==> config.mk <==
export PLATFORM = sky130hd
export DESIGN_NAME = instr_sequencer
export DESIGN_NICKNAME = d
export VERILOG_FILES = /design/src/rtl/instr_sequencer.sv
export SDC_FILE = /design/constraint.sdc
export NUM_CORES = 1
export LEC_CHECK = 0
export CAP_MARGIN = 20
export CORE_MARGIN = 4
export CORE_UTILIZATION = 47
export DETAILED_ROUTE_END_ITERATION = 8
export PLACE_DENSITY = 0.92
export SYNTH_ARGS = -nofsm -noshare
export SYNTH_HDL_FRONTEND = slang
export SYNTH_SLANG_ARGS = --single-unit
==> constraint.sdc <==
create_clock -name clk -period 3.1 [get_ports clk]
set_input_delay 0.62 -clock clk [delete_from_list [all_inputs] [get_ports clk]]
set_output_delay 0.62 -clock clk [all_outputs]
set_load 0.05 [all_outputs]
==> src/rtl/instr_sequencer.sv <==
// ============================================================================
// instr_sequencer
// ----------------------------------------------------------------------------
// Multi-cycle issue/control FSM for a small MIPS-style datapath. It accepts
// one 32-bit instruction per valid/ready handshake. It then sequences the
// register-file read, the ALU operation and either a register write-back or a
// beq resolution, and it maintains an 8-bit program counter.
//
// Instruction word layout (field positions are fixed by the decode path):
//   opcode[31:26] rs[23:21] rt[18:16] rd[13:11] funct[5:0] imm[15:0]
//
// Supported encodings:
//   R-type (opcode 000000): funct 0x20 add, 0x22 sub, 0x24 and, 0x25 or,
//                           0x2A slt; the result is written to rd.
//   beq    (opcode 000100): compares rs and rt with the ALU eq operation;
//                           when taken, pc = pc + 1 + imm[PC_W-1:0].
//   addi   (opcode 001000): only when the build macro SEQ_ADDI_EN is defined.
//                           Operand B is imm[ALU_W-1:0] and the result is
//                           written to rt. Without the macro this opcode is
//                           illegal.
//   Any other encoding retires as illegal: done and illegal pulse together
//   and the pc advances by one.
//
// Flow: IDLE -> DECODE -> READ -> EXEC -> (WB | BRANCH) -> IDLE.
// A legal instruction retires (done pulse) 4 cycles after its accept edge.
// An illegal instruction retires 1 cycle after its accept edge. The sequencer
// is back in IDLE with instr_ready high during the done cycle.
//
// Parameters:
//   PC_W    program counter width (pc wraps modulo 2**PC_W, PC_W <= 16)
//   DATA_W  register-file data width (must exceed ALU_W)
//   ALU_W   ALU operand/result width; operands are rf data[ALU_W-1:0]
//
// Ports:
//   clk          in   rising-edge clock for all state
//   reset        in   synchronous active-high reset; aborts any instruction
//   instr_valid  in   instruction word present
//   instr_ready  out  high in IDLE only
//   instr        in   32-bit instruction word
//   rf_ra1/ra2   out  register-file read addresses (rs / rt)
//   rf_rd1/rd2   in   combinational register-file read data
//   rf_we        out  one-cycle write-enable pulse
//   rf_wa/wd     out  write address / write data ({zeros, alu result})
//   alu_a/alu_b  out  ALU operands, held outside READ/EXEC
//   alu_opcode   out  000 add, 001 sub, 010 and, 011 or, 100 slt, 101 eq
//   alu_result   in   ALU result, sampled at the end of EXEC
//   alu_zero     in   ALU zero flag, sampled at the end of EXEC
//   pc           out  current program counter
//   done         out  one-cycle retire pulse
//   illegal      out  one-cycle pulse together with done on a bad encoding
// ============================================================================
module instr_sequencer #(
    parameter int PC_W   = 8,
    parameter int DATA_W = 8,
    parameter int ALU_W  = 4
) (
    input  logic              clk,
    input  logic              reset,
    input  logic              instr_valid,
    output logic              instr_ready,
    input  logic [31:0]       instr,
    output logic [2:0]        rf_ra1,
    output logic [2:0]        rf_ra2,
    input  logic [DATA_W-1:0] rf_rd1,
    input  logic [DATA_W-1:0] rf_rd2,
    output logic              rf_we,
    output logic [2:0]        rf_wa,
    output logic [DATA_W-1:0] rf_wd,
    output logic [ALU_W-1:0]  alu_a,
    output logic [ALU_W-1:0]  alu_b,
    output logic [2:0]        alu_opcode,
    input  logic [ALU_W-1:0]  alu_result,
    input  logic              alu_zero,
    output logic [PC_W-1:0]   pc,
    output logic              done,
    output logic              illegal
);

    // ------------------------------------------------------------------------
    // Constants
    // ------------------------------------------------------------------------
    localparam logic [2:0] S_IDLE   = 3'd0;
    localparam logic [2:0] S_DECODE = 3'd1;
    localparam logic [2:0] S_READ   = 3'd2;
    localparam logic [2:0] S_EXEC   = 3'd3;
    localparam logic [2:0] S_WB     = 3'd4;
    localparam logic [2:0] S_BRANCH = 3'd5;

    localparam logic [5:0] OP_RTYPE = 6'b000000;
    localparam logic [5:0] OP_BEQ   = 6'b000100;
`ifdef SEQ_ADDI_EN
    localparam logic [5:0] OP_ADDI  = 6'b001000;
`endif

    localparam logic [5:0] FN_ADD = 6'h20;
    localparam logic [5:0] FN_SUB = 6'h22;
    localparam logic [5:0] FN_AND = 6'h24;
    localparam logic [5:0] FN_OR  = 6'h25;
    localparam logic [5:0] FN_SLT = 6'h2A;

    localparam logic [2:0] ALU_ADD = 3'b000;
    localparam logic [2:0] ALU_SUB = 3'b001;
    localparam logic [2:0] ALU_AND = 3'b010;
    localparam logic [2:0] ALU_OR  = 3'b011;
    localparam logic [2:0] ALU_SLT = 3'b100;
    localparam logic [2:0] ALU_EQ  = 3'b101;

    // ------------------------------------------------------------------------
    // Helpers
    // ------------------------------------------------------------------------

    // Next sequential pc plus an optional branch offset, modulo 2**PC_W.
    function automatic logic [PC_W-1:0] pc_advance(input logic [PC_W-1:0] pc_cur,
                                                   input logic [PC_W-1:0] offs);
        return pc_cur + offs + {{(PC_W-1){1'b0}}, 1'b1};
    endfunction

    // Zero-extend an ALU result to register-file width.
    function automatic logic [DATA_W-1:0] widen_result(input logic [ALU_W-1:0] r);
        return {{(DATA_W-ALU_W){1'b0}}, r};
    endfunction

    // ------------------------------------------------------------------------
    // State registers
    // ------------------------------------------------------------------------
    logic [2:0]        state_q,  state_d;
    logic [31:0]       instr_q,  instr_d;
    logic [2:0]        op_q,     op_d;      // decoded ALU operation
    logic              branch_q, branch_d;  // instruction is beq
    logic              addi_q,   addi_d;    // instruction is addi
    logic [2:0]        ra1_q,    ra1_d;
    logic [2:0]        ra2_q,    ra2_d;
    logic [ALU_W-1:0]  a_q,      a_d;
    logic [ALU_W-1:0]  b_q,      b_d;
    logic [2:0]        aluop_q,  aluop_d;
    logic [ALU_W-1:0]  res_q,    res_d;
    logic              zero_q,   zero_d;
    logic              we_q,     we_d;
    logic [2:0]        wa_q,     wa_d;
    logic [DATA_W-1:0] wd_q,     wd_d;
    logic [PC_W-1:0]   pc_q,     pc_d;
    logic              done_q,   done_d;
    logic              ill_q,    ill_d;

    // ------------------------------------------------------------------------
    // Field extraction from the latched instruction
    // ------------------------------------------------------------------------
    logic [5:0]      f_opcode;
    logic [5:0]      f_funct;
    logic [2:0]      f_rs;
    logic [2:0]      f_rt;
    logic [2:0]      f_rd;
    logic [PC_W-1:0] f_imm_pc;
    logic [ALU_W-1:0] f_imm_alu;

    assign f_opcode  = instr_q[31:26];
    assign f_funct   = instr_q[5:0];
    assign f_rs      = instr_q[23:21];
    assign f_rt      = instr_q[18:16];
    assign f_rd      = instr_q[13:11];
    assign f_imm_pc  = instr_q[PC_W-1:0];
    assign f_imm_alu = instr_q[ALU_W-1:0];

    // Several instruction bits and the upper register-data bits are don't-care
    // for this datapath; fold them here so they are consumed explicitly.
    logic unused_bits;
    assign unused_bits = ^{instr_q, rf_rd1, rf_rd2};

    // ------------------------------------------------------------------------
    // Decode
    // ------------------------------------------------------------------------
    logic       dec_legal;
    logic       dec_branch;
    logic       dec_addi;
    logic [2:0] dec_op;

    always_comb begin
        dec_legal  = 1'b0;
        dec_branch = 1'b0;
        dec_addi   = 1'b0;
        dec_op     = ALU_ADD;
        case (f_opcode)
            OP_RTYPE: begin
                dec_legal = 1'b1;
                case (f_funct)
                    FN_ADD:  dec_op = ALU_ADD;
                    FN_SUB:  dec_op = ALU_SUB;
                    FN_AND:  dec_op = ALU_AND;
                    FN_OR:   dec_op = ALU_OR;
                    FN_SLT:  dec_op = ALU_SLT;
                    default: dec_legal = 1'b0;
                endcase
            end
            OP_BEQ: begin
                dec_legal  = 1'b1;
                dec_branch = 1'b1;
                dec_op     = ALU_EQ;
            end
`ifdef SEQ_ADDI_EN
            OP_ADDI: begin
                dec_legal = 1'b1;
                dec_addi  = 1'b1;
                dec_op    = ALU_ADD;
            end
`endif
            default: ;
        endcase
    end

    // addi writes rt; R-type writes rd. Register 0 is never written.
    logic [2:0] wr_addr;
    assign wr_addr = addi_q ? f_rt : f_rd;

    // ------------------------------------------------------------------------
    // Next-state logic
    // ------------------------------------------------------------------------
    always_comb begin
        state_d  = state_q;
        instr_d  = instr_q;
        op_d     = op_q;
        branch_d = branch_q;
        addi_d   = addi_q;
        ra1_d    = ra1_q;
        ra2_d    = ra2_q;
        a_d      = a_q;
        b_d      = b_q;
        aluop_d  = aluop_q;
        res_d    = res_q;
        zero_d   = zero_q;
        we_d     = 1'b0;
        wa_d     = wa_q;
        wd_d     = wd_q;
        pc_d     = pc_q;
        done_d   = 1'b0;
        ill_d    = 1'b0;

        case (state_q)
            // Wait for a handshake; latch the whole word.
            S_IDLE: begin
                if (instr_valid) begin
                    instr_d = instr;
                    state_d = S_DECODE;
                end
            end

            // Classify; present read addresses for READ, or retire illegal.
            S_DECODE: begin
                if (dec_legal) begin
                    op_d     = dec_op;
                    branch_d = dec_branch;
                    addi_d   = dec_addi;
                    ra1_d    = f_rs;
                    ra2_d    = f_rt;
                    state_d  = S_READ;
                end else begin
                    done_d  = 1'b1;
                    ill_d   = 1'b1;
                    pc_d    = pc_advance(pc_q, '0);
                    state_d = S_IDLE;
                end
            end

            // Register-file data is combinational; capture ALU operands.
            S_READ: begin
                a_d     = rf_rd1[ALU_W-1:0];
                b_d     = addi_q ? f_imm_alu : rf_rd2[ALU_W-1:0];
                aluop_d = op_q;
                state_d = S_EXEC;
            end

            // ALU is combinational on the held operands; capture its outputs.
            S_EXEC: begin
                res_d   = alu_result;
                zero_d  = alu_zero;
                state_d = branch_q ? S_BRANCH : S_WB;
            end

            S_WB: begin
                if (wr_addr != 3'd0) begin
                    we_d = 1'b1;
                    wa_d = wr_addr;
                    wd_d = widen_result(res_q);
                end
                done_d  = 1'b1;
                pc_d    = pc_advance(pc_q, '0);
                state_d = S_IDLE;
            end

            S_BRANCH: begin
                done_d  = 1'b1;
                pc_d    = pc_advance(pc_q, zero_q ? f_imm_pc : '0);
                state_d = S_IDLE;
            end

            default: state_d = S_IDLE;
        endcase
    end

    // ------------------------------------------------------------------------
    // Registers; reset clears everything so a mid-instruction reset leaves
    // no write, no pc update and no retire pulse.
    // ------------------------------------------------------------------------
    always_ff @(posedge clk) begin
        if (reset) begin
            state_q  <= S_IDLE;
            instr_q  <= '0;
            op_q     <= ALU_ADD;
            branch_q <= 1'b0;
            addi_q   <= 1'b0;
            ra1_q    <= '0;
            ra2_q    <= '0;
            a_q      <= '0;
            b_q      <= '0;
            aluop_q  <= ALU_ADD;
            res_q    <= '0;
            zero_q   <= 1'b0;
            we_q     <= 1'b0;
            wa_q     <= '0;
            wd_q     <= '0;
            pc_q     <= '0;
            done_q   <= 1'b0;
            ill_q    <= 1'b0;
        end else begin
            state_q  <= state_d;
            instr_q  <= instr_d;
            op_q     <= op_d;
            branch_q <= branch_d;
            addi_q   <= addi_d;
            ra1_q    <= ra1_d;
            ra2_q    <= ra2_d;
            a_q      <= a_d;
            b_q      <= b_d;
            aluop_q  <= aluop_d;
            res_q    <= res_d;
            zero_q   <= zero_d;
            we_q     <= we_d;
            wa_q     <= wa_d;
            wd_q     <= wd_d;
            pc_q     <= pc_d;
            done_q   <= done_d;
            ill_q    <= ill_d;
        end
    end

    // ------------------------------------------------------------------------
    // Outputs
    // ------------------------------------------------------------------------
    assign instr_ready = (state_q == S_IDLE);
    assign rf_ra1      = ra1_q;
    assign rf_ra2      = ra2_q;
    assign rf_we       = we_q;
    assign rf_wa       = wa_q;
    assign rf_wd       = wd_q;
    assign alu_a       = a_q;
    assign alu_b       = b_q;
    assign alu_opcode  = aluop_q;
    assign pc          = pc_q;
    assign done        = done_q;
    assign illegal     = ill_q;

endmodule

Yosys cells after proc, flatten, opt, wreduce, memory -nomap -nowiden
Index checks and enable logic that the tools add are counted.

Register bits: 79. Bits in latches: 0. Bits in writable memories: 0. Bits in read-only memories: 0. Input port bits: 56. Output and inout port bits: 40. Word-level logic and storage cells: 62. Memories kept: 0.

Add/subtract/negate cells: 3. $mul: 0. Div/mod/pow operators: 0. Order comparisons: 0. Eq/ne operators: 13. Shift operators: 0. Muxes and demuxes: 15. Bitwise operators: 2. Reductions and logical operators: 12.

Operator list (number): 6-bit equality test (second input constant) (5); 3-bit case mux with 4 select lines (2); 8-bit case mux with 3 select lines (1); 8-bit by 1-bit adder with 8-bit output (second input constant) (2); 8-bit 2-to-1 mux (2); 8-bit adder (1); 2-bit AND reduction (4); 3-bit by 2-bit equality test with 1-bit output (second input constant) (2); 3-bit equality test (second input constant) (2); 6-bit by 3-bit equality test with 1-bit output (second input constant) (1); 6-bit zero test (1); 3-bit case mux with 2 select lines (1); 3-bit nonzero test (2); 2-bit OR reduction (3); 1-bit 2-to-1 mux (5); 5-bit OR reduction (1); 2-bit != test (second input constant) (2); 1-bit case mux with 2 select lines (2); 3-bit by 1-bit equality test with 1-bit output (second input constant) (1); 3-bit zero test (1); 3-bit 2-to-1 mux (1); 2-bit 2-to-1 mux (1); 1-bit NOT (2).

Longest topological paths before layout
Depth after elaboration: 6. Gate-level depth with buffers: 10. Mapped depth without buffers: 9.

Worst setup path before layout
OpenSTA, ideal clock, no wires.

Path type: reg2reg. From: reg state_q[0]. To: reg instr_q[0]. Setup time: 0.132 ns. Data arrival time: 2.292 ns. Data required time: 2.968 ns. Path slack: 0.676 ns. Cell stages (with the launch flop): 7. Path buffers: 2. Period minus slack after synthesis: 2.424 ns. Cells stage by stage: dfxtp_1 buf_2 nor3_1 nand2_1 clkbuf_1 nand2_1 a21oi_1.

Longest elaborated chain between the ends: 2.

RTL lines: start, declared (RTL line 126) `logic [2:0] state_q, state_d;`; start signal, assigned (RTL line 324) `state_q <= state_d;`; 3-bit zero test; net instr_ready (RTL line 60) `output logic instr_ready,`; 2-bit AND reduction (no source line); end signal, assigned (RTL line 325) `instr_q <= instr_d;`; end, declared (RTL line 127) `logic [31:0] instr_q, instr_d;`.

The timed path passes the listed nets, and every way through them passes these cells. A chain may end at the register's enable or synchronous reset.

Final worst setup path
From: reg state_q[2]. To: out instr_ready.

Longest elaborated chain between the ends: 1.

RTL lines: 3-bit zero test (RTL line 348) `assign instr_ready = (state_q == S_IDLE);`; end, declared (RTL line 60).

No other way between the ends.

==> out/metrics.yaml <==
min_path:
  hp-class: "flip-flop to flip-flop"
  worstHoldStart: "instr_q[21]"
clock_network:
  cts_tree: "yes"
  clockRootBuffer: "clkbuf_8"
  numCtsBuffers: 9
  cts_num_sinks: 70
  cts_max_path_buffers: 2
  htreeDepth: 3
  postCtsSetupBuffers: 0
  cts_hold_buffers: 0
  clk-insertion-delay-late_ns: 0.34
  cts.clk_slew.worst_paths_ns: 0.06
  cts_resized: 0
placed_design:
  postPlaceCellArea_sq_um: 3940
  port_buffers: 74
  hpwlAfterDp_um: 5410
  place_inst: 521
  dp_slack_ns: 0.797
  gp_congestion: 0.827
critical_path:
  crit_fanout: 14
  crit_required_ns: 2.48
  cp-end-kind: "primary output"
  critPathLaunchType: "flip-flop"
  r2r_start: "zero_q"
  startpoint: "state_q[2]"
  worstSetupPathType: "flip-flop to primary output"
  crit_arrival_ns: 2.06
finish:
  antenna_cells: 0
  nFillCells: 547
  area_growth_pct: 29.1
  fin_area_sq_um: 4140
  layout-drive-gt1-share: 0.0569
  final_cells: 534
  nNetsFinal: 520
floorplan:
  start_util: 0.493
  ios: 96
  die_area_sq_um: 8200
  die_w_um: 90.6
  std_cell_rows: 29
  core-area_sq_um: 6490
  dieHeight_um: 90.6
sta:
  setup_slack_ns: 0.421
  setup_viol_count_final: 0
  max-slew-margin-rel: 0.486
  fin_tns_setup_ns: 0
  min_period_ns: 2.68
  post-route-period-util: 0.864
  rsz0062_at_grt: "false"
  fmax_mhz: 373
  finClkSkew_ns: 0.00752
  finalHoldViolCount: 0
  worst_pin_slew_ns: 0.767
  maxSlewViolCount: 0
synth:
  synth_cells: 389
  synth_top_flop_cell: "dfxtp_1"
  ys_seq_area_frac: 0.437
  syn_area_per_cell_sq_um: 8.24
  async_flop_share: 0
  synthTopCellsByArea: "dfxtp_1, nand2_1, a21oi_1, mux2i_1, nor2_1"
  ys_warn_count: 0
  synth_top_area_cell: "dfxtp_1"
  synth_top_area_frac: 0.437
  ys_types: 46
  synthTopCellsByCount: "nand2_1, dfxtp_1, a21oi_1, nor2_1, mux2i_1"
  netlist_area_sq_um: 3200
  synth_edf_count: 0
  synth.most_common_cell: "nand2_1"
  synth-seq-cells: 70
routing:
  avgViaCountPerCell: 5.36
  drcViolationCount: 0
  drtIter0Drc: 226
  drt-total-wl_um: 7590
  wl_per_cell_um: 14.2
  dr.pass1.iters: 4
  route.vias.total: 2863
  drtAntennaViolNets: 0
outcome:
  status: "finished, final reports clean"
global_route:
  grt_usage: 0.188
  grt_antenna_before_repair: 0
  grt_max_degree: 32
  grt_pass1_wl_um: 12600
  grt_pass1_vias: 2850
  gr-total-overflow: 0
pwr:
  power_density_nw_per_um2: 461
  peakVddDrop_mv: 0.277
  cellLeakagePower_nw: 1.59
job:
  drv_cap: 0
where the power goes:
part	internal (mW)	leakage (nW)	switching [mW]
clock	0.424	0.100	0.314
sequential	0.926	0.568	0.0262
combinational	0.0924	0.917	0.124
placed cells by master, fill, tap and decap left out, types with 2 or more instances in the layout:
master,count
xor2_1,3
nor3_2,2
o21ai_0,7
mux2i_1,19
nor3_1,6
clkdlybuf4s50_1,73
nand3b_1,3
and2_1,7
a211oi_1,6
a311oi_1,2
conb_1,4
a21o_1,2
dfxtp_1,70
nand3_1,6
ha_1,8
clkbuf_8,12
nor2_1,40
a22oi_1,4
nand2_1,88
nor2b_1,6
a21oi_1,48
buf_4,4
o31ai_1,3
nand2b_1,6
and3_1,2
inv_1,5
cell families after synthesis:
family                   after synthesis  synth area share
AO/OA/AOI/OAI                         80             0.151
XOR/XNOR                               4            0.0109
adder cells (fa/ha/maj)                9            0.0375
buffers and inverters                 31            0.0488
flip-flops                            70             0.437
multiplexers                          20            0.0629
other                                  1           0.00117
AND/OR/NAND/NOR                      174             0.250
sequential cells by signal, indices dropped and copies added (netlist names), 3 cells and up:
| name | count |
|---|---|
| pc | 8 |
| alu_b | 4 |
| alu_a | 4 |
| op_q | 3 |
| rf_ra2 | 3 |
| instr_q | 23 |
| rf_wd | 4 |
| alu_opcode | 3 |
| rf_ra1 | 3 |
| rf_wa | 3 |
| res_q | 4 |
| state_q | 3 |
per-layer routing:
| layer | global-route usage | vias up | wire, um | share of wire |
|---|---|---|---|---|
| li1 | - | 1443 | - | - |
| met1 | 0.202 | 1329 | 3080 | 0.41 |
| met2 | 0.338 | 79 | 4010 | 0.53 |
| met3 | 0.0325 | 12 | 363 | 0.048 |
| met4 | 0.115 | 0 | 132 | 0.017 |
| met5 | 0 | - | 0 | 0 |
area by class of cell:
cell class / count / area, sq um / share of cell area
multi-input cells: 291 / 1660 / 0.401
flip-flops and latches: 70 / 1400 / 0.339
repair buffers: 78 / 766 / 0.185
clock buffers: 12 / 165 / 0.0399
well taps: 77 / 96.3 / 0.0233
clock inverters: 1 / 30.0 / 0.00726
inverters: 5 / 18.8 / 0.00454
critical path, stage by stage (launching register included):
cell             delay [ns]
dfxtp_1                0.45
nor3_1                 0.39
clkdlybuf4s50_1        0.88
path summary, 6_finish.rpt:
kind / to / slack [ns] / cells after the start
setup / recovery: instr_ready / 0.42 / 2
hold / removal: instr_q[21] / 0.45 / 2
setup reg to reg: pc[7] / 0.79 / 8
hold reg to reg: instr_q[21] / 0.45 / 2
through the flow:
| step | power, mW | hold WS (ns) | util |
|---|---|---|---|
| 3_3_place_gp | 1.18 | 0.442 | 0.607 |
| 5_1_grt | 1.98 | 0.478 | 0.637 |
| 3_5_place_dp | 1.19 | 0.447 | 0.607 |
| 6_report | 1.91 | 0.454 | 0.637 |
| 4_1_cts | 1.93 | 0.456 | 0.637 |
| 2_1_floorplan | 1.11 | 0.431 | - |
(Power assumes the default switching activity.)
